## src/rtl/truth_table_sweeper_pkg.sv

```systemverilog
// Shared types and helpers for the truth-table sweeper: FSM state encoding,
// row count and the row-to-signature-bit mapping.
package sweeper_pkg;

  typedef enum logic [1:0] {
    IDLE  = 2'd0,
    APPLY = 2'd1,
    DONE  = 2'd2
  } sweep_state_e;

  localparam int ROWS = 8;

  // Row 0 lands in the MSB of the signature, row 7 in the LSB.
  function automatic logic [2:0] sig_bit(input logic [2:0] row);
    return 3'd7 - row;
  endfunction

endpackage

```

## src/rtl/truth_table_sweeper_if.sv

```systemverilog
// Handshake/result bundle between the sweeper (slave) and the environment that
// starts it and hosts the combinational circuit being characterised (master).
interface truth_table_sweeper_if;
  logic       start;
  logic       abort;
  logic [2:0] in_vec;
  logic       dut_out;
  logic       busy;
  logic       done;
  logic [7:0] signature;
  logic       pass;
  logic [3:0] mismatch_count;
  logic [2:0] fail_row;
  logic       unstable;

  modport slave (
    input  start, abort, dut_out,
    output in_vec, busy, done, signature, pass, mismatch_count, fail_row, unstable
  );

  modport master (
    output start, abort, dut_out,
    input  in_vec, busy, done, signature, pass, mismatch_count, fail_row, unstable
  );
endinterface

```

## src/rtl/truth_table_sweeper_settle_timer.sv

```systemverilog
// Per-row settle counter: runs 0..SETTLE_CYCLES-1 while enabled and flags the
// last and second-to-last cycle of the row.
module sweep_settle_timer #(
  parameter int SETTLE_CYCLES = 4
) (
  input  logic clk,
  input  logic rst,
  input  logic clear,
  input  logic enable,
  output logic last,
  output logic prelast
);

  localparam int CW = ($clog2(SETTLE_CYCLES) < 1) ? 1 : $clog2(SETTLE_CYCLES);
  localparam logic [CW-1:0] LAST_V = CW'(SETTLE_CYCLES - 1);
  localparam logic [CW-1:0] PRE_V  = CW'(SETTLE_CYCLES - 2);
  localparam logic [CW-1:0] ONE_V  = CW'(1);

  logic [CW-1:0] cnt_r;

  // settle counter, wraps at the end of each row
  always_ff @(posedge clk or posedge rst) begin
    if (rst) begin
      cnt_r <= {CW{1'b0}};
    end else if (clear) begin
      cnt_r <= {CW{1'b0}};
    end else if (enable) begin
      if (cnt_r == LAST_V) begin
        cnt_r <= {CW{1'b0}};
      end else begin
        cnt_r <= cnt_r + ONE_V;
      end
    end else begin
      cnt_r <= cnt_r;
    end
  end

  assign last    = (cnt_r == LAST_V);
  assign prelast = (cnt_r == PRE_V);

endmodule

```

## src/rtl/truth_table_sweeper.sv

```systemverilog
// Sweeps a 3-input combinational circuit through all eight rows and checks its
// truth-table signature. Optional feature macro: SWEEPER_STABILITY_CHECK_EN.
module truth_table_sweeper
  import sweeper_pkg::*;
#(
  parameter int          SETTLE_CYCLES = 4,
  parameter logic [7:0]  EXPECTED      = 8'hCE
) (
  input logic                  clk,
  input logic                  rst,
  truth_table_sweeper_if.slave bus
);

  sweep_state_e state_r;
  logic [2:0]   row_r;
  logic [2:0]   in_vec_r;
  logic         busy_r;
  logic         done_r;
  logic [7:0]   sig_r;
  logic         pass_r;
  logic [3:0]   mm_r;
  logic [2:0]   fail_r;

  logic         clear_s;
  logic         enable_s;
  logic         last_s;
  logic         prelast_s;
  logic         miss_s;
  logic [3:0]   mm_next_s;
  logic         unstable_next_s;
  logic         accept_s;
  logic         abort_busy_s;

  sweep_settle_timer #(.SETTLE_CYCLES(SETTLE_CYCLES)) u_timer (
    .clk     (clk),
    .rst     (rst),
    .clear   (clear_s),
    .enable  (enable_s),
    .last    (last_s),
    .prelast (prelast_s)
  );

  // timer control and per-row comparison against the expected code
  always_comb begin
    clear_s      = (state_r != APPLY);
    enable_s     = (state_r == APPLY);
    accept_s     = (state_r == IDLE) && bus.start && !bus.abort;
    abort_busy_s = (state_r != IDLE) && bus.abort;
    miss_s       = (bus.dut_out != EXPECTED[sig_bit(row_r)]);
    mm_next_s    = mm_r + {3'b000, miss_s};
  end

`ifdef SWEEPER_STABILITY_CHECK_EN
  logic pre_r;
  logic unstable_r;

  // early sample one cycle before the final capture; any disagreement is sticky
  always_ff @(posedge clk or posedge rst) begin
    if (rst) begin
      pre_r      <= 1'b0;
      unstable_r <= 1'b0;
    end else if (accept_s || abort_busy_s) begin
      pre_r      <= 1'b0;
      unstable_r <= 1'b0;
    end else if (state_r == APPLY) begin
      if (prelast_s) begin
        pre_r <= bus.dut_out;
      end else begin
        pre_r <= pre_r;
      end
      unstable_r <= last_s ? unstable_next_s : unstable_r;
    end else begin
      pre_r      <= pre_r;
      unstable_r <= unstable_r;
    end
  end

  // instability including the capture happening this cycle
  always_comb begin
    unstable_next_s = unstable_r | (bus.dut_out != pre_r);
  end

  assign bus.unstable = unstable_r;
`else
  logic stability_unused_s;

  // single capture per row: the early sample point is not used
  always_comb begin
    unstable_next_s    = 1'b0;
    stability_unused_s = prelast_s;
  end

  assign bus.unstable = 1'b0;
`endif

  // sweep FSM with registered outputs
  always_ff @(posedge clk or posedge rst) begin
    if (rst) begin
      state_r  <= IDLE;
      row_r    <= 3'd0;
      in_vec_r <= 3'd0;
      busy_r   <= 1'b0;
      done_r   <= 1'b0;
      sig_r    <= 8'h00;
      pass_r   <= 1'b0;
      mm_r     <= 4'd0;
      fail_r   <= 3'd0;
    end else begin
      case (state_r)
        IDLE: begin
          done_r <= 1'b0;
          if (accept_s) begin
            state_r  <= APPLY;
            busy_r   <= 1'b1;
            row_r    <= 3'd0;
            in_vec_r <= 3'd0;
            sig_r    <= 8'h00;
            pass_r   <= 1'b0;
            mm_r     <= 4'd0;
            fail_r   <= 3'd0;
          end else begin
            state_r <= IDLE;
            busy_r  <= 1'b0;
          end
        end
        APPLY: begin
          if (bus.abort) begin
            state_r  <= IDLE;
            busy_r   <= 1'b0;
            done_r   <= 1'b0;
            row_r    <= 3'd0;
            in_vec_r <= 3'd0;
            sig_r    <= 8'h00;
            pass_r   <= 1'b0;
            mm_r     <= 4'd0;
            fail_r   <= 3'd0;
          end else if (last_s) begin
            sig_r[sig_bit(row_r)] <= bus.dut_out;
            mm_r                  <= mm_next_s;
            if (miss_s && (mm_r == 4'd0)) begin
              fail_r <= row_r;
            end else begin
              fail_r <= fail_r;
            end
            // row 7 ends the sweep; the row index never wraps back to 0 here
            if (row_r == 3'(ROWS - 1)) begin
              state_r <= DONE;
              done_r  <= 1'b1;
              pass_r  <= (mm_next_s == 4'd0) && !unstable_next_s;
            end else begin
              row_r    <= row_r + 3'd1;
              in_vec_r <= row_r + 3'd1;
            end
          end else begin
            state_r <= APPLY;
          end
        end
        DONE: begin
          state_r <= IDLE;
          busy_r  <= 1'b0;
          done_r  <= 1'b0;
          if (bus.abort) begin
            row_r    <= 3'd0;
            in_vec_r <= 3'd0;
            sig_r    <= 8'h00;
            pass_r   <= 1'b0;
            mm_r     <= 4'd0;
            fail_r   <= 3'd0;
          end else begin
            row_r <= row_r;
          end
        end
        default: begin
          state_r <= IDLE;
          busy_r  <= 1'b0;
          done_r  <= 1'b0;
        end
      endcase
    end
  end

  assign bus.in_vec         = in_vec_r;
  assign bus.busy           = busy_r;
  assign bus.done           = done_r;
  assign bus.signature      = sig_r;
  assign bus.pass           = pass_r;
  assign bus.mismatch_count = mm_r;
  assign bus.fail_row       = fail_r;

endmodule
```

## src/flat_wrapper.sv

```systemverilog
// flat-port wrapper written by rule: the top's interface ports become plain ports
module truth_table_sweeper_flat import sweeper_pkg::*;
#(
  parameter int          SETTLE_CYCLES = 4,
  parameter logic [7:0]  EXPECTED      = 8'hCE
)
  (clk, rst, bus_start, bus_abort, bus_dut_out, bus_in_vec, bus_busy, bus_done, bus_signature, bus_pass, bus_mismatch_count, bus_fail_row, bus_unstable);
  truth_table_sweeper_if bus_i ();
  input logic clk;
  input logic rst;
  input wire logic [$bits(bus_i.start)-1:0] bus_start;
  input wire logic [$bits(bus_i.abort)-1:0] bus_abort;
  input wire logic [$bits(bus_i.dut_out)-1:0] bus_dut_out;
  output wire logic [$bits(bus_i.in_vec)-1:0] bus_in_vec;
  output wire logic [$bits(bus_i.busy)-1:0] bus_busy;
  output wire logic [$bits(bus_i.done)-1:0] bus_done;
  output wire logic [$bits(bus_i.signature)-1:0] bus_signature;
  output wire logic [$bits(bus_i.pass)-1:0] bus_pass;
  output wire logic [$bits(bus_i.mismatch_count)-1:0] bus_mismatch_count;
  output wire logic [$bits(bus_i.fail_row)-1:0] bus_fail_row;
  output wire logic [$bits(bus_i.unstable)-1:0] bus_unstable;
  assign bus_i.start = bus_start;
  assign bus_i.abort = bus_abort;
  assign bus_i.dut_out = bus_dut_out;
  assign bus_in_vec = bus_i.in_vec;
  assign bus_busy = bus_i.busy;
  assign bus_done = bus_i.done;
  assign bus_signature = bus_i.signature;
  assign bus_pass = bus_i.pass;
  assign bus_mismatch_count = bus_i.mismatch_count;
  assign bus_fail_row = bus_i.fail_row;
  assign bus_unstable = bus_i.unstable;
  truth_table_sweeper #(.SETTLE_CYCLES(SETTLE_CYCLES), .EXPECTED(EXPECTED)) u_core (.clk(clk), .rst(rst), .bus(bus_i));
endmodule
```

## config.mk

```make
export PLATFORM = sky130hd
export DESIGN_NAME = truth_table_sweeper_flat
export DESIGN_NICKNAME = d
export VERILOG_FILES = /design/src/rtl/truth_table_sweeper_pkg.sv /design/src/rtl/truth_table_sweeper_if.sv /design/src/rtl/truth_table_sweeper_settle_timer.sv /design/src/rtl/truth_table_sweeper.sv /design/src/flat_wrapper.sv
export SDC_FILE = /design/constraint.sdc
export NUM_CORES = 1
export LEC_CHECK = 0
export BUFFER_PORTS_ARGS = -buffer_cell sky130_fd_sc_hd__clkbuf_2
export CORE_AREA = 4 4 68 70
export DETAILED_ROUTE_END_ITERATION = 7
export DIE_AREA = 0 0 72 74
export SLEW_MARGIN = 15
export SYNTH_ARGS = -nofsm -noshare
export SYNTH_HDL_FRONTEND = slang
export SYNTH_SLANG_ARGS = --single-unit
```

## constraint.sdc

```tcl
create_clock -name clk -period 2.6 [get_ports clk]
set_clock_uncertainty 0.2 [all_clocks]
set_input_delay 0.26 -clock clk [delete_from_list [all_inputs] [get_ports clk]]
set_output_delay 0.26 -clock clk [all_outputs]
set_load 0.005 [all_outputs]
```

==> results of run 1 <==
-- state kept, by name (all words and copies together), names as in the netlist --
signal and count:
u_core.state_r 2, u_core.bus.done 1, u_core.bus.pass 1, u_core.row_r 3, u_core.bus.fail_row 3, u_core.bus.busy 1
u_core.bus.mismatch_count 4, u_core.bus.signature 8, u_core.u_timer.cnt_r 2
-- final timing paths --
path	startpoint	to	slack, ps	cells after the start
min	rst	u_core.bus.fail_row[2]	-30	2
min in group clk	bus_start	u_core.state_r[0]	100	3
max	u_core.row_r[1]	u_core.bus.pass	470	9
min reg2reg	u_core.u_timer.cnt_r[0]	u_core.u_timer.cnt_r[0]	240	1
max in group asynchronous	rst	u_core.state_r[0]	1660	2
max reg2reg	u_core.row_r[1]	u_core.bus.pass	470	9
-- layer usage --
layer | global-route usage, % | up-vias | wire (µm)
met3 | 1.486 | 2 | 112
met4 | 4.175 | 0 | 31
li1 | - | 513 | -
met2 | 22.04 | 23 | 1444
met5 | 0 | - | 0
met1 | 14.32 | 522 | 1270
-- power breakdown --
part / total (mW) / leakage [nW] / internal [mW] / switching [mW]
clock: 0.236 / 0.0217 / 0.108 / 0.127
combinational: 0.0739 / 0.377 / 0.0251 / 0.0487
sequential: 0.402 / 0.346 / 0.396 / 0.00621
-- kinds of logic (layout without fill, tap and decap cells) --
group           after synthesis  in the layout
other cells                   1              1
buf+inv                      14             40
mux                           1              1
simple gates                 38             38
compound gates               43             43
fa+ha+maj                     6              6
flops                        25             25
xor+xnor                      3              3
-- per-stage QoR --
stage | setup slack [ps] | total power [mW] | hold slack (ps) | instances | cell area (µm²)
finish | 468.4 | 0.7116 | -27.72 | 207 | 1494
global route | 292.0 | 0.7466 | 78.96 | 207 | 1494
CTS | 451.6 | 0.7194 | 11.76 | 207 | 1494
detailed placement | 482.2 | 0.4851 | 234.6 | 203 | 1445
global placement | 582.7 | 0.4833 | 227.8 | 203 | 1445
floorplan | 575.5 | 0.4629 | 87.32 | 131 | 1257
-- final cells by class --
class,instances,share of cell area (%)
multi-input combinational,92,38.27
clock buffer,3,2.764
timing repair buffer,30,10.89
tap,50,4.188
clock inverter,1,0.5025
sequential,25,41.88
inverter,6,1.508
-- critical path: cells and delay by family (launching register included) --
family	cells	cell delay (ps)
buffers and inverters	1	190
adder cells (fa/ha/maj)	2	440
flip-flops	1	390
AO/OA/AOI/OAI	1	160
AND/OR/NAND/NOR	2	240
multiplexers	1	180
XOR/XNOR	2	260
-- layout by cell type, fill, tap and decap left out, drive strengths merged, types with 4 or more instances in the layout --
master / netlist / final
clkbuf: 4 / 28
dfrtp: 25 / 25
o21ai: 21 / 21
nand2: 12 / 12
nor2: 9 / 9
inv: 6 / 6
ha: 6 / 6
a31oi: 5 / 5
buf: 4 / 5
nor3: 4 / 4
a21oi: 4 / 4
==> metrics, run 1 <==
ys async rst share 100.0%; Final Hold Fails 25; Commonest cells post-synth dfrtp_1, o21ai_1, nand2_1; drt first pass iters 4; Startpoint Class flip-flop; die width 72 µm; critical path arrival 2130 ps; PwrDens 476.3 nW/µm²; Seq cells post-synth 25; Routed Antenna Nets 0; Post-synth EDFFs 0; Post-Syn Area 1257 µm²; final period utilization 81.98%; top post-synthesis cells by area dfrtp_1, o21ai_1, ha_1, nand2_1, nor2_1; diode count 0; LEAKAGE 0.7441 nW; antenna violations before repair 0; critical path's slowest cell dfrtp_1; hold slack final -27.72 ps; top cell type's share of synthesized area 49.75%; first-pass GRT wire length 5.064 mm; HP Class in -> async; run status finished with violations; Worst-path clk slew 90 ps; pin count of the biggest net entering global routing 26; Syn Inst Count 131; endpoints failing setup 0; area of the core 3971 µm²; min cycle time layout 2132 ps; critical path's most frequent cell ha_1; setup_tns 0 ps; root buffer cell clkbuf_8; Final Util 37.62%; area of the multi-input gates 571.8 µm²; most frequent cell after synthesis dfrtp_1; layout net count 169; CP Cell Sequence buf_4, mux2i_1, xnor2_1, ha_1, ha_1, xor2_1, nor3_1, nand4_1, o21ai_1; RSZ-0062 raised after global routing no; Avg Vias per Cell 5.121; Reg area 625.6 µm²; CP endpoint kind flip-flop; Max-slew headroom 37.21%; dominant cell type by area after synthesis dfrtp_1; Required @ worst endpoint 2600 ps; CP Max Fanout 15; total wire length 2.859 mm; Synth Area in Compound Gates 21.69%; Top FF cell, synth dfrtp_1; vias in the first global route 1105; fmax 469.1 MHz; Total Routing Usage GR 11.93%; FILL cells 410; H-tree levels 1; Sink Count 25; DIE AREA 5328 µm²; peak supply drop 0.1716 mV; Initial Util 31.66%; Hold-fix buffers, CTS 0; Cell Rows 23; DR DRC count 0; CTS tree yes; CP Class reg -> reg; RD Place Congestion 0.7381; synth unique cells 32; main combinational cell family by area after synthesis compound AO/OA/AOI/OAI gates; Post-CTS Setup Repair Bufs 0; post-cts sizing count 0; dpl hpwl 2.166 mm; Area Overhead vs Synth 18.81%; Max Cap Viol 0; post-synthesis mux area share 0.7960%; Adder-Cell Fraction of Synth Area 5.970%; via count 1060; port bufs 25; layout cells sized above 1 24.20%; GRT Residual Overflow 0; CTS Buf Count 3; Slew @ Worst Pin 940.7 ps; CP max stage delay 390 ps; IO Count 27; Slew Limit Fails 0; Ys Warns 0; syn nets 142; initial drt markers 55; WL/cell 13.81 µm; simple-gate share of the synthesized area 14.63%; clock latency on the worst-skew pair 270 ps; sequential share of the synthesized area 49.75%; die height 74 µm; Avg Inst Size Synth 9.599 µm²; CTS Buffer Depth 2; xor/xnor cell area share of the yosys netlist 2.090%; failing checks negative hold slack
Power figures use the tool's default switching activity.
==> run 2, diff against run 1 <==
--- a/config.mk
+++ b/config.mk
@@ -5,10 +5,11 @@
 export SDC_FILE = /design/constraint.sdc
 export NUM_CORES = 1
 export LEC_CHECK = 0
+export ABC_AREA = 1
 export BUFFER_PORTS_ARGS = -buffer_cell sky130_fd_sc_hd__clkbuf_2
-export CORE_AREA = 4 4 68 70
+export CORE_AREA = 4 4 70 72
 export DETAILED_ROUTE_END_ITERATION = 7
-export DIE_AREA = 0 0 72 74
+export DIE_AREA = 0 0 74 76
 export SLEW_MARGIN = 15
 export SYNTH_ARGS = -nofsm -noshare
 export SYNTH_HDL_FRONTEND = slang
==> constraint.sdc (replaced) <==
create_clock -name clk -period 2 [get_ports clk]
set_clock_uncertainty 0.2 [all_clocks]
set_input_delay 0.2 -clock clk [delete_from_list [all_inputs] [get_ports clk]]
set_output_delay 0.2 -clock clk [all_outputs]
set_load 0.005 [all_outputs]
==> metrics, run 2 <==
min cycle time layout 1902 ps (-229.1 ps); CTS Buffer Depth 2 (unchanged); drt first pass iters 4 (unchanged); root buffer cell clkbuf_8; sequential share of the synthesized area 46.38% (-3.4 points); FILL cells 449 (+9.5%); most frequent cell after synthesis nand2_1; CP endpoint kind flip-flop; WL/cell 10.87 µm (-21%); R2R Setup Slk 100 ps (-370 ps); peak supply drop 0.3053 mV (+78%); Max Cap Viol 0 (unchanged); Post-synth EDFFs 0 (unchanged); synth unique cells 22 (-31%); FF-to-FF End u_core.bus.pass; H-tree levels 1 (unchanged); CTS tree yes; Hold EP u_core.bus.busy; CP Class reg -> reg; Worst-path clk slew 90 ps (about the same); pin count of the biggest net entering global routing 31 (+19%); Required @ worst endpoint 2020 ps (-580 ps); design area 1738 µm² (+16%); final period utilization 95.12% (+13 points); Avg Vias per Cell 4.447 (-13%); GRT Residual Overflow 0 (unchanged); r2r worst-path depth 11 (+2); Routed Antenna Nets 0 (unchanged); DR DRC count 0 (unchanged); Sink Count 25 (unchanged); post-route worst setup slack 97.53 ps (-370.9 ps); max FFs per register 8 (unchanged); most frequent cells in the layout nand2_1, clkbuf_2, dfrtp_1; Post-Syn Area 1349 µm² (+7.3%); Final Hold Fails 0 (-100%); Area Overhead vs Synth 28.85%; Total Routing Usage GR 10.77% (-1.2 points); diode count 0 (unchanged); Crit path buffers/inverters 0 (-1); Tot Pwr 1.102 mW (+55%); endpoints failing setup 0 (unchanged); vias in the first global route 1096 (-0.81%); CP max stage delay 440 ps (+50 ps); initial drt markers 52 (-5.5%); DIE AREA 5624 µm² (+5.6%); Slew Limit Fails 0 (unchanged); layout net count 224 (+33%); run status finished, final reports clean; PwrDens 634.3 nW/µm² (+33%); RSZ-0062 raised after global routing yes; Post-Layout Cell Count 264 (+28%); top cell type's share of synthesized area 46.38% (-3.4 points); placed insts 256 (+26%); Seq cells post-synth 25 (unchanged); Ys Warns 0 (unchanged); Cell Rows 24 (+4.3%); port bufs 25 (unchanged); dpl hpwl 2.121 mm (-2.1%); via count 1174 (+11%); critical path's slowest cell dfrtp_2; LEAKAGE 0.9164 nW (+23%); HP Class in -> reg; commonest non-fill, non-tap cell in the layout nand2_1; DP Worst Slack -12.28 ps (-494.5 ps); R2R Path Start u_core.row_r[0]; Syn Inst Count 173 (+32%); syn nets 184 (+30%); CTS Buf Count 3 (unchanged); CP Max Fanout 2 (-13); Startpoint Class flip-flop; RD Place Congestion 0.7314 (-0.91%); CP top delay family simple AND/OR/NAND/NOR gates; first-pass GRT wire length 4.940 mm (-2.4%); dominant cell type by area after synthesis dfrtp_1; HP Start bus_abort; critical path arrival 1920 ps (-210 ps); DP Area 1595 µm² (+10%); Avg Inst Size Synth 7.796 µm² (-19%); IO Count 27 (unchanged); hold path depth 4; ys async rst share 100.0% (unchanged); area of the multi-input gates 684.4 µm² (+20%); die width 74 µm (+2.8%); Top FF cell, synth dfrtp_1; die height 76 µm (+2.7%); critical path's most frequent cell ha_4; Commonest cells post-synth nand2_1, dfrtp_1, nand3_1; Initial Util 31.41% (-0.25 points); layout cells sized above 1 30.19% (+6.0 points); antenna violations before repair 0 (unchanged); clock latency on the worst-skew pair 270 ps (about the same); CP Cell Sequence ha_4, nand2_2, nand3_2, and2_4, ha_4, ha_4, xnor2_2, nand3_1, nor2_1, nand3_1, nand2_1; Reg area 628.1 µm² (+0.40%); area of the core 4294 µm² (+8.1%); top post-synthesis cells by area dfrtp_1, nand2_1, nand3_1, ha_1, nor2_1; fmax 525.6 MHz (+12%); total wire length 2.869 mm (+0.35%); setup_tns 0 ps (unchanged)
run 2: cell types whose count changed after synthesis, sizes merged, moves of 3 or more:
cell	before	now
a21oi	4	0
a22o	3	0
a31oi	5	0
clkbuf	4	0
inv	6	18
nand2	12	52
nand3	3	22
nor2	9	21
o21ai	21	14
o31ai	3	0
or2	3	0
run 2: report_power, final:
part           switching (mW)  internal (mW)  total [mW]
sequential             0.0217          0.531       0.553
combinational           0.150         0.0900       0.240
clock                   0.170          0.140       0.310
run 2: routing by layer:
layer	share of wire [%]	vias up	global-route usage [%]	wire [µm]
li1	-	623	-	-
met1	49	531	14.91	1404
met2	46	16	16.76	1327
met3	3.6	4	2.111	103
met4	1.2	0	3.261	33
met5	0	-	0	0
run 2: what timing repair did:
action | CTS | global route
hold endpoints to repair | 26 | 0
gates cloned | 0 | 0
hold buffers | 2 | 0
endpoints found under the setup margin | 1 | 5
gates resized for setup | 1 | 14
pin swaps | 0 | 7
buffers inserted | 0 | 2
run 2: worst max-delay path by stage:
stage,from,endpoint,slack [ps],depth (start not counted)
final,u_core.row_r[0],u_core.bus.pass,100,11
after global placement,u_core.row_r[1],u_core.bus.pass,10,11
after floorplan,u_core.row_r[1],u_core.bus.pass,30,11
after detailed placement,u_core.row_r[1],u_core.bus.pass,-10,11
after CTS,u_core.row_r[1],u_core.bus.pass,4,11
after global routing,u_core.row_r[0],u_core.bus.pass,-40,11
run 2: layout make-up:
cell class	instances	area share [%]
Multi-Input combinational cell	125	39.38
Sequential cell	25	36.14
Timing Repair Buffer	40	14.18
Inverter	18	3.888
Tap cell	52	3.744
Clock buffer	3	2.376
Clock inverter	1	0.2880
run 2: worst reg2reg max path, stage by stage (launching register included):
cell     delay (ps)
dfrtp_2         440
ha_4            170
nand2_2          60
nand3_2          70
and2_4          150
ha_4            160
ha_4            150
xnor2_2         140
nand3_1          80
nor2_1          100
nand3_1          70
nand2_1          70
run 2: kinds of logic (layout without fill, tap and decap cells):
group | Yosys count | after routing | share of synthesized area [%]
buf+inv | 23 | 62 | 8.441
fa+ha+maj | 6 | 6 | 5.566
simple gates | 101 | 101 | 32.28
flops | 25 | 25 | 46.38
other cells | 1 | 1 | 0.2780
compound gates | 15 | 15 | 5.751
xor+xnor | 2 | 2 | 1.299
run 2: per-stage QoR:
step	util, %	hold WS, ps
detailed placement	37.15	56.77
CTS	38.87	56.68
finish	40.47	61.55
global route	40.47	68.25
global placement	37.15	51.65
floorplan	-	27.18
